$ cat config.mk
export PLATFORM = sky130hd
export DESIGN_NAME = wb_port_arbiter
export DESIGN_NICKNAME = d
export VERILOG_FILES = /design/src/rtl/wb_port_arbiter.sv
export SDC_FILE = /design/constraint.sdc
export NUM_CORES = 1
export LEC_CHECK = 0
export CORE_MARGIN = 1.5
export CORE_UTILIZATION = 45
export CTS_CLUSTER_DIAMETER = 150
export DETAILED_ROUTE_END_ITERATION = 10
export PLACE_DENSITY = 0.69
export SYNTH_ARGS = -nofsm -noshare
export SYNTH_HDL_FRONTEND = slang
export SYNTH_SLANG_ARGS = --single-unit
$ cat constraint.sdc
create_clock -name p_Clk -period 8.4 [get_ports p_Clk]
set_input_delay 1.68 -clock p_Clk [delete_from_list [all_inputs] [get_ports p_Clk]]
set_output_delay 1.68 -clock p_Clk [all_outputs]
set_load 0.05 [all_outputs]
$ cat src/rtl/wb_port_arbiter.sv
// Register-file write port arbiter: the pipeline WB stage always wins, buffered multi-cycle results drain in idle slots.
// Optional per-register pending mask for the hazard unit is enabled by defining WB_ARB_SCOREBOARD_EN.
module wb_port_arbiter #(
  parameter int WIDTH        = 64,
  parameter int ADDR         = 5,
  parameter int DEPTH        = 4,
  parameter int STARVE_LIMIT = 8
) (
  input  logic                     p_Clk,
  input  logic                     p_Reset,
  input  logic                     p_WB_RegWrite,
  input  logic [ADDR-1:0]          p_WB_RegDest,
  input  logic [WIDTH-1:0]         p_WB_Data,
  input  logic                     p_MC_Valid,
  output logic                     p_MC_Ready,
  input  logic [ADDR-1:0]          p_MC_RegDest,
  input  logic [WIDTH-1:0]         p_MC_Data,
  output logic                     p_RF_WriteEn,
  output logic [ADDR-1:0]          p_RF_WriteAddr,
  output logic [WIDTH-1:0]         p_RF_WriteData,
  output logic                     p_PipeStall,
  output logic [$clog2(DEPTH):0]   p_FifoCount
`ifdef WB_ARB_SCOREBOARD_EN
  ,
  output logic [2**ADDR-1:0]       p_MC_PendingMask
`endif
);

  localparam int PW = $clog2(DEPTH);
  localparam int CW = PW + 1;
  localparam int SW = $clog2(STARVE_LIMIT + 1);
  localparam logic [CW-1:0] FULL_COUNT = CW'(DEPTH);
  localparam logic [SW-1:0] STARVE_MAX = SW'(STARVE_LIMIT);

  typedef enum logic [1:0] {
    GRANT_NONE,
    GRANT_PIPE,
    GRANT_FIFO
  } grant_e;

  logic [ADDR-1:0]  dest_mem [DEPTH];
  logic [WIDTH-1:0] data_mem [DEPTH];
  logic [PW-1:0]    rd_ptr;
  logic [PW-1:0]    wr_ptr;
  logic [CW-1:0]    count;
  logic [SW-1:0]    starve_cnt;
  logic [SW-1:0]    starve_next;
  logic [ADDR-1:0]  head_dest;
  logic [WIDTH-1:0] head_data;
  logic             slot_busy;
  logic             fifo_empty;
  logic             push;
  logic             pop;
  grant_e           grant;

  assign head_dest   = dest_mem[rd_ptr];
  assign head_data   = data_mem[rd_ptr];
  assign p_FifoCount = count;

  // Ready looks only at the registered count, so a same-cycle pop never frees a slot early.
  always_comb begin
    slot_busy  = p_WB_RegWrite && (p_WB_RegDest != '0);
    fifo_empty = (count == '0);
    p_MC_Ready = !p_Reset && (count < FULL_COUNT);
    push       = p_MC_Valid && p_MC_Ready && (p_MC_RegDest != '0);
  end

  always_comb begin
    grant = GRANT_NONE;
    if (slot_busy) begin
      grant = GRANT_PIPE;
    end else if (!fifo_empty) begin
      grant = GRANT_FIFO;
    end
    pop = (grant == GRANT_FIFO);
  end

  always_comb begin
    starve_next = starve_cnt;
    if (pop || fifo_empty) begin
      starve_next = '0;
    end else if (starve_cnt < STARVE_MAX) begin
      starve_next = starve_cnt + SW'(1);
    end
  end

  // Storage carries no reset; occupancy and pointers alone define which entries are live.
  always_ff @(posedge p_Clk) begin
    if (push) begin
      dest_mem[wr_ptr] <= p_MC_RegDest;
      data_mem[wr_ptr] <= p_MC_Data;
    end
  end

  always_ff @(posedge p_Clk) begin
    if (p_Reset) begin
      rd_ptr <= '0;
      wr_ptr <= '0;
      count  <= '0;
    end else begin
      if (push) begin
        wr_ptr <= wr_ptr + PW'(1);
      end
      if (pop) begin
        rd_ptr <= rd_ptr + PW'(1);
      end
      case ({push, pop})
        2'b10:   count <= count + CW'(1);
        2'b01:   count <= count - CW'(1);
        default: count <= count;
      endcase
    end
  end

  always_ff @(posedge p_Clk) begin
    if (p_Reset) begin
      p_RF_WriteEn   <= 1'b0;
      p_RF_WriteAddr <= '0;
      p_RF_WriteData <= '0;
    end else begin
      case (grant)
        GRANT_PIPE: begin
          p_RF_WriteEn   <= 1'b1;
          p_RF_WriteAddr <= p_WB_RegDest;
          p_RF_WriteData <= p_WB_Data;
        end
        GRANT_FIFO: begin
          p_RF_WriteEn   <= 1'b1;
          p_RF_WriteAddr <= head_dest;
          p_RF_WriteData <= head_data;
        end
        default: begin
          p_RF_WriteEn <= 1'b0;
        end
      endcase
    end
  end

  always_ff @(posedge p_Clk) begin
    if (p_Reset) begin
      starve_cnt  <= '0;
      p_PipeStall <= 1'b0;
    end else begin
      starve_cnt  <= starve_next;
      p_PipeStall <= (starve_next >= STARVE_MAX);
    end
  end

`ifdef WB_ARB_SCOREBOARD_EN
  localparam int NREG = 2**ADDR;

  // A count per register lets duplicate targets keep the bit set until the last one drains.
  logic [CW-1:0] pend_cnt  [NREG];
  logic [CW-1:0] pend_next [NREG];

  always_comb begin
    for (int r = 0; r < NREG; r++) begin
      pend_next[r] = pend_cnt[r];
      if (push && (p_MC_RegDest == ADDR'(r))) begin
        pend_next[r] = pend_next[r] + CW'(1);
      end
      if (pop && (head_dest == ADDR'(r))) begin
        pend_next[r] = pend_next[r] - CW'(1);
      end
    end
  end

  always_ff @(posedge p_Clk) begin
    if (p_Reset) begin
      for (int r = 0; r < NREG; r++) begin
        pend_cnt[r] <= '0;
      end
      p_MC_PendingMask <= '0;
    end else begin
      for (int r = 0; r < NREG; r++) begin
        pend_cnt[r]         <= pend_next[r];
        p_MC_PendingMask[r] <= (pend_next[r] != '0);
      end
    end
  end
`endif

endmodule
# Word level (Yosys, flattened, before mapping)
# Memory sizes are Yosys's and may differ from the RTL's. A register that Yosys moved wholly into a read port is not among the register bits.
# Index checks and enable logic that the tools add are counted.
# totals
ram_bits	276
output_inout_bits	75
regBits	82
wordCells	48
in_bits	142
n_memories	2
# mem_list
memory	words	word_bits	rd	rd_clocked_by_memory_dff	write_ports	line	rtl
data_mem	4	64	1	1	1	42	logic [WIDTH-1:0] data_mem [DEPTH];
dest_mem	4	5	1	1	1	41	logic [ADDR-1:0] dest_mem [DEPTH];
# classes
n_eq_ne	4
reduce_logical	12
n_mux	14
add_sub_neg	5
n_lt_le_gt_ge	3
# op_table
op	count
$pmux W64 S2	1
$mux W2	6
$pmux W5 S2	1
$reduce_bool A5 Y1	2
$mux W4	2
$pmux W3 S2	1
$add A2 B1 Y2 const B	2
$add A4 B1 Y4 const B	1
$eq A2 B1 Y1 const B	2
$eq A2 B2 Y1 const B	2
$ge A4 B4 Y1 const B	1
$logic_and A1 B1 Y1	4
$lt A4 B4 Y1 const B	1
$reduce_bool A2 Y1	2
$add A3 B1 Y3 const B	1
$logic_not A3 Y1	1
$lt A3 B3 Y1 const B	1
$mux W1	3
$sub A3 B1 Y3 const B	1
$reduce_or A2 Y1	1
$logic_not A1 Y1	1
$logic_or A1 B1 Y1	1

# Logic depth before layout (Yosys ltp)
# depth
ltp_word	7
mapped_depth	11

# Least setup slack after synthesis
# Ideal clock, no wire load.
# synth_path
kind	in2reg
startpoint	input p_Reset
endpoint	memory data_mem[0][0] (enable)
path_slack_ns	2.243
path_stages	3
t_arrival_ns	5.660
cell_sequence	nor2_1 -> o211ai_1 -> nor2_1
# synth_via
elab_chain_cells	6
# synth_lines
element	line	rtl
start, declared	10	input logic p_Reset,
$logic_not A1 Y1	64	p_MC_Ready = !p_Reset && (count < FULL_COUNT);
$logic_and A1 B1 Y1	64	
$logic_and A1 B1 Y1 (2 in a row)	65	push = p_MC_Valid && p_MC_Ready && (p_MC_RegDest != '0);
$mux W1	89	if (push) begin
$mux W1 (not written as such)	91	data_mem[wr_ptr] <= p_MC_Data;
end, declared	42	
# Every way passes these cells.

# Worst setup path in the final report
# layout_path
startpoint	input p_Reset
endpoint	output p_MC_Ready
# layout_via
elab_chain_cells	2
# layout_lines
element	line	rtl
$logic_not A1 Y1	64	
$logic_and A1 B1 Y1	64	
end, declared	15	output logic p_MC_Ready,
# Every way passes these cells.

==> reports/qor.yml <==
timing:
  setup_viol: 0
  max_slew_margin_pct: 28.5
  max_freq_mhz: 200
  slew_viol_final: 0
  whs_ns: 0.480
  clock_skew_ns: 0.0117
  worst_pin_slew_ns: 1.07
  setup_tns_ns: 0
  min_period_ns: 5.01
  timing.final.hold_violations: 0
  rsz0062_at_grt: "no"
  period_share_pct: 59.6
worst_setup_path:
  cp.arrival_ns: 3.33
  worstSetupEndpoint: "p_MC_Ready"
  max_stage_delay_ns: 0.76
  endpoint_kind: "primary output"
  worstPathMaxFanout: 83
  required_ns: 6.72
  reg2reg_slack_ns: 5.46
  worstRegToRegCells: 5
  crit_start: "p_Reset"
  slowest_stage: "clkdlybuf4s50_1"
  r2r_end: "p_RF_WriteAddr[3]"
  crit_chain: "buf_4 -> nor2_1 -> clkdlybuf4s50_1"
  worstSetupPathType: "in -> out"
  worst_setup_path_start_kind: "input port"
flow_run:
  drv_cap: 0
die:
  die-width_um: 177
  initial_core_util_pct: 45.7
  dieArea_um2: 31200
  die_h_um: 177
  rows: 63
  io_pins: 217
  core-area_um2: 29600
global_route:
  grt_max_degree: 84
  gr-total-overflow: 0
  antenna_found_initial: 1
  grt_util_all_layers_pct: 19.3
  grt_pass1_vias: 8161
  grt_pass1_wl_mm: 45.9
synth:
  synth-seq-cells: 359
  yosysUniqueCellTypes: 32
  synthCells: 821
  syn_nets: 970
  synthesis.area_um2: 13500
  yosys_warnings: 0
  seq_area_frac_synth_pct: 73.4
  syn_avg_cell_area_um2: 16.5
clock_tree:
  ctsHoldBuffers: 0
  cts_resized: 0
  clock_latency_ns: 0.51
  htreeDepth: 2
  cts_sinks: 359
  clock_path_buffers: 3
  tritoncts: "done"
  root_buffer: "clkbuf_16"
  path_clk_slew_ns: 0.06
  post_cts_buffers: 0
  numCtsBuffers: 37
finish:
  drive_above_1_share_pct: 13.9
  finalInstanceArea_um2: 17300
  layout.nets: 1179
  syn_to_final_growth_pct: 27.8
  n_fill_cell: 2303
  antennaDiodeCount: 0
outcome:
  status: "finished clean"
routing:
  vias_per_cell: 5.36
  vias: 7744
  wirelength_mm: 29.5
  drt_iter0_drc: 474
  postRouteAntennaNets: 0
  wl_per_cell_um: 20.4
  drc_errors: 0
  firstDrtPassIters: 6
power_and_ir_drop:
  p_leak_uw: 0.00562
  p_per_area_nw_per_um2: 296
  total_power_uw: 5130
  vdd_drop_max_mv: 0.194
placement:
  post-dp-hpwl_mm: 17.1
  placed_area_um2: 16100
  gp_congestion: 0.750
  numPortBuffers: 216
min_path:
  hp-class: "reg -> reg"
==> logic make-up (layout without fill, tap and decap cells) <==
logic type                 Yosys count  count (layout)  synth area share [%]
and+or+nand+nor                    159             159                  4.66
buffers and inverters               68             303                  2.18
muxes                               73              73                  11.8
AOI/OAI and AO/OA                  150             150                  6.90
DFF                                359             359                  73.4
xor gates and xnor gates             5               5                 0.323
adders and majority gates            7               7                 0.702
==> metrics by stage <==
stage          utilization (%)  setup slack (ns)  std cells
6_report                  58.4              3.39       1446
5_1_grt                   58.4              3.32       1446
4_1_cts                   58.4              3.38       1446
3_5_place_dp              54.3              3.38       1381
3_3_place_gp              54.3              3.39       1381
2_1_floorplan                -              2.24        821
==> worst max-delay path: cells and delay by family <==
kind                   cells  cell delay [ns]
buffers and inverters      2             1.50
AND/OR/NAND/NOR            1             0.13
==> synthesized netlist by cell type <==
library cell,instances,area share [%]
inv_1,11,0.30
edfxtp_1,276,61
o21a_1,1,0.055
mux2i_1,2,0.15
nor4_1,4,0.18
nor2_1,80,2.2
fa_1,1,0.15
o21ai_0,2,0.074
or3_1,2,0.092
nor2b_1,1,0.046
or4_4,1,0.083
o21ai_1,1,0.037
a31oi_1,1,0.046
clkbuf_1,29,0.80
a211oi_1,67,3.7
ha_1,6,0.55
nand3_1,1,0.037
buf_1,8,0.22
nand2_1,67,1.9
o211ai_1,2,0.11
dfxtp_1,83,12
xnor2_1,2,0.13
o31ai_1,1,0.055
a21oi_1,73,2.7
mux2_2,2,0.17
xor2_1,3,0.19
a22oi_1,2,0.11
buf_2,14,0.52
mux4_2,69,11
or4_1,2,0.11
buf_4,6,0.33
nor3_1,1,0.037
==> registers in the layout (all words and copies together), names as in the netlist, named ones only <==
name	count
dest_mem	20
wr_ptr	2
p_RF_WriteEn	1
p_RF_WriteData	64
starve_cnt	3
p_FifoCount	3
p_PipeStall	1
rd_ptr	2
p_RF_WriteAddr	5
data_mem	256
==> metal layers <==
| layer | vias up | share of wire (%) | global-route usage, % |
|---|---|---|---|
| met1 | 3936 | 42 | 24.9 |
| met5 | - | 0.061 | 0 |
| met3 | 40 | 4.5 | 3.57 |
| li1 | 3598 | - | - |
| met4 | 2 | 1.9 | 5.19 |
| met2 | 168 | 51 | 33.7 |
==> cells in the final DEF, fill, tap and decap left out <==
cell type,netlist,layout
buf_4,6,12
xnor2_1,2,2
nor4_1,4,4
ha_1,6,6
fa_1,1,1
edfxtp_1,276,276
clkbuf_8,0,6
clkbuf_16,0,37
or4_4,1,1
o21a_4,0,1
inv_1,11,11
o21ai_4,0,1
o211ai_1,2,2
or3_2,0,1
dfxtp_4,0,2
a22oi_1,2,2
o21ai_0,2,2
nand3_1,1,1
nand2_1,67,67
bufinv_16,0,5
mux2_2,2,2
or3_1,2,1
nor2b_1,1,1
dfxtp_1,83,81
a21oi_1,73,73
a211oi_1,67,67
clkbuf_1,29,9
clkinv_2,0,4
nor2_4,0,4
nor3_2,0,1
nor2_1,80,76
clkdlybuf4s50_1,0,215
clkinv_1,0,3
o31ai_1,1,1
xor2_1,3,3
clkinvlp_4,0,1
mux4_2,69,69
mux2i_1,2,2
a31oi_1,1,1
or4_1,2,2
==> worst min path at each step <==
| stage | startpoint | end | slack, ns | depth (start not counted) |
|---|---|---|---|---|
| 2_1_floorplan | rd_ptr[1] | register | 0.45 | 2 |
| 3_3_place_gp | rd_ptr[1] | register | 0.45 | 2 |
| 3_5_place_dp | rd_ptr[1] | register | 0.46 | 2 |
| 4_1_cts | rd_ptr[1] | register | 0.48 | 2 |
| 5_1_grt | rd_ptr[1] | register | 0.52 | 2 |
| 6_report | rd_ptr[1] | register | 0.48 | 2 |
==> cell type report <==
| class | count | area (µm²) | area share (%) |
|---|---|---|---|
| clock inverter | 13 | 189 | 1.09 |
| tap | 390 | 488 | 2.82 |
| inverter | 11 | 41.3 | 0.238 |
| timing repair buffer | 227 | 2240 | 12.9 |
| multi-input combinational | 394 | 3360 | 19.4 |
| clock buffer | 52 | 1040 | 6.02 |
| sequential | 359 | 9960 | 57.5 |
==> power by group <==
| part | internal [µW] | switching, µW |
|---|---|---|
| Sequential | 2080 | 99.9 |
| Combinational | 497 | 813 |
| Clock | 1020 | 631 |
| Total | 3590 | 1540 |
No activity file was read; power rests on OpenSTA's default activity.
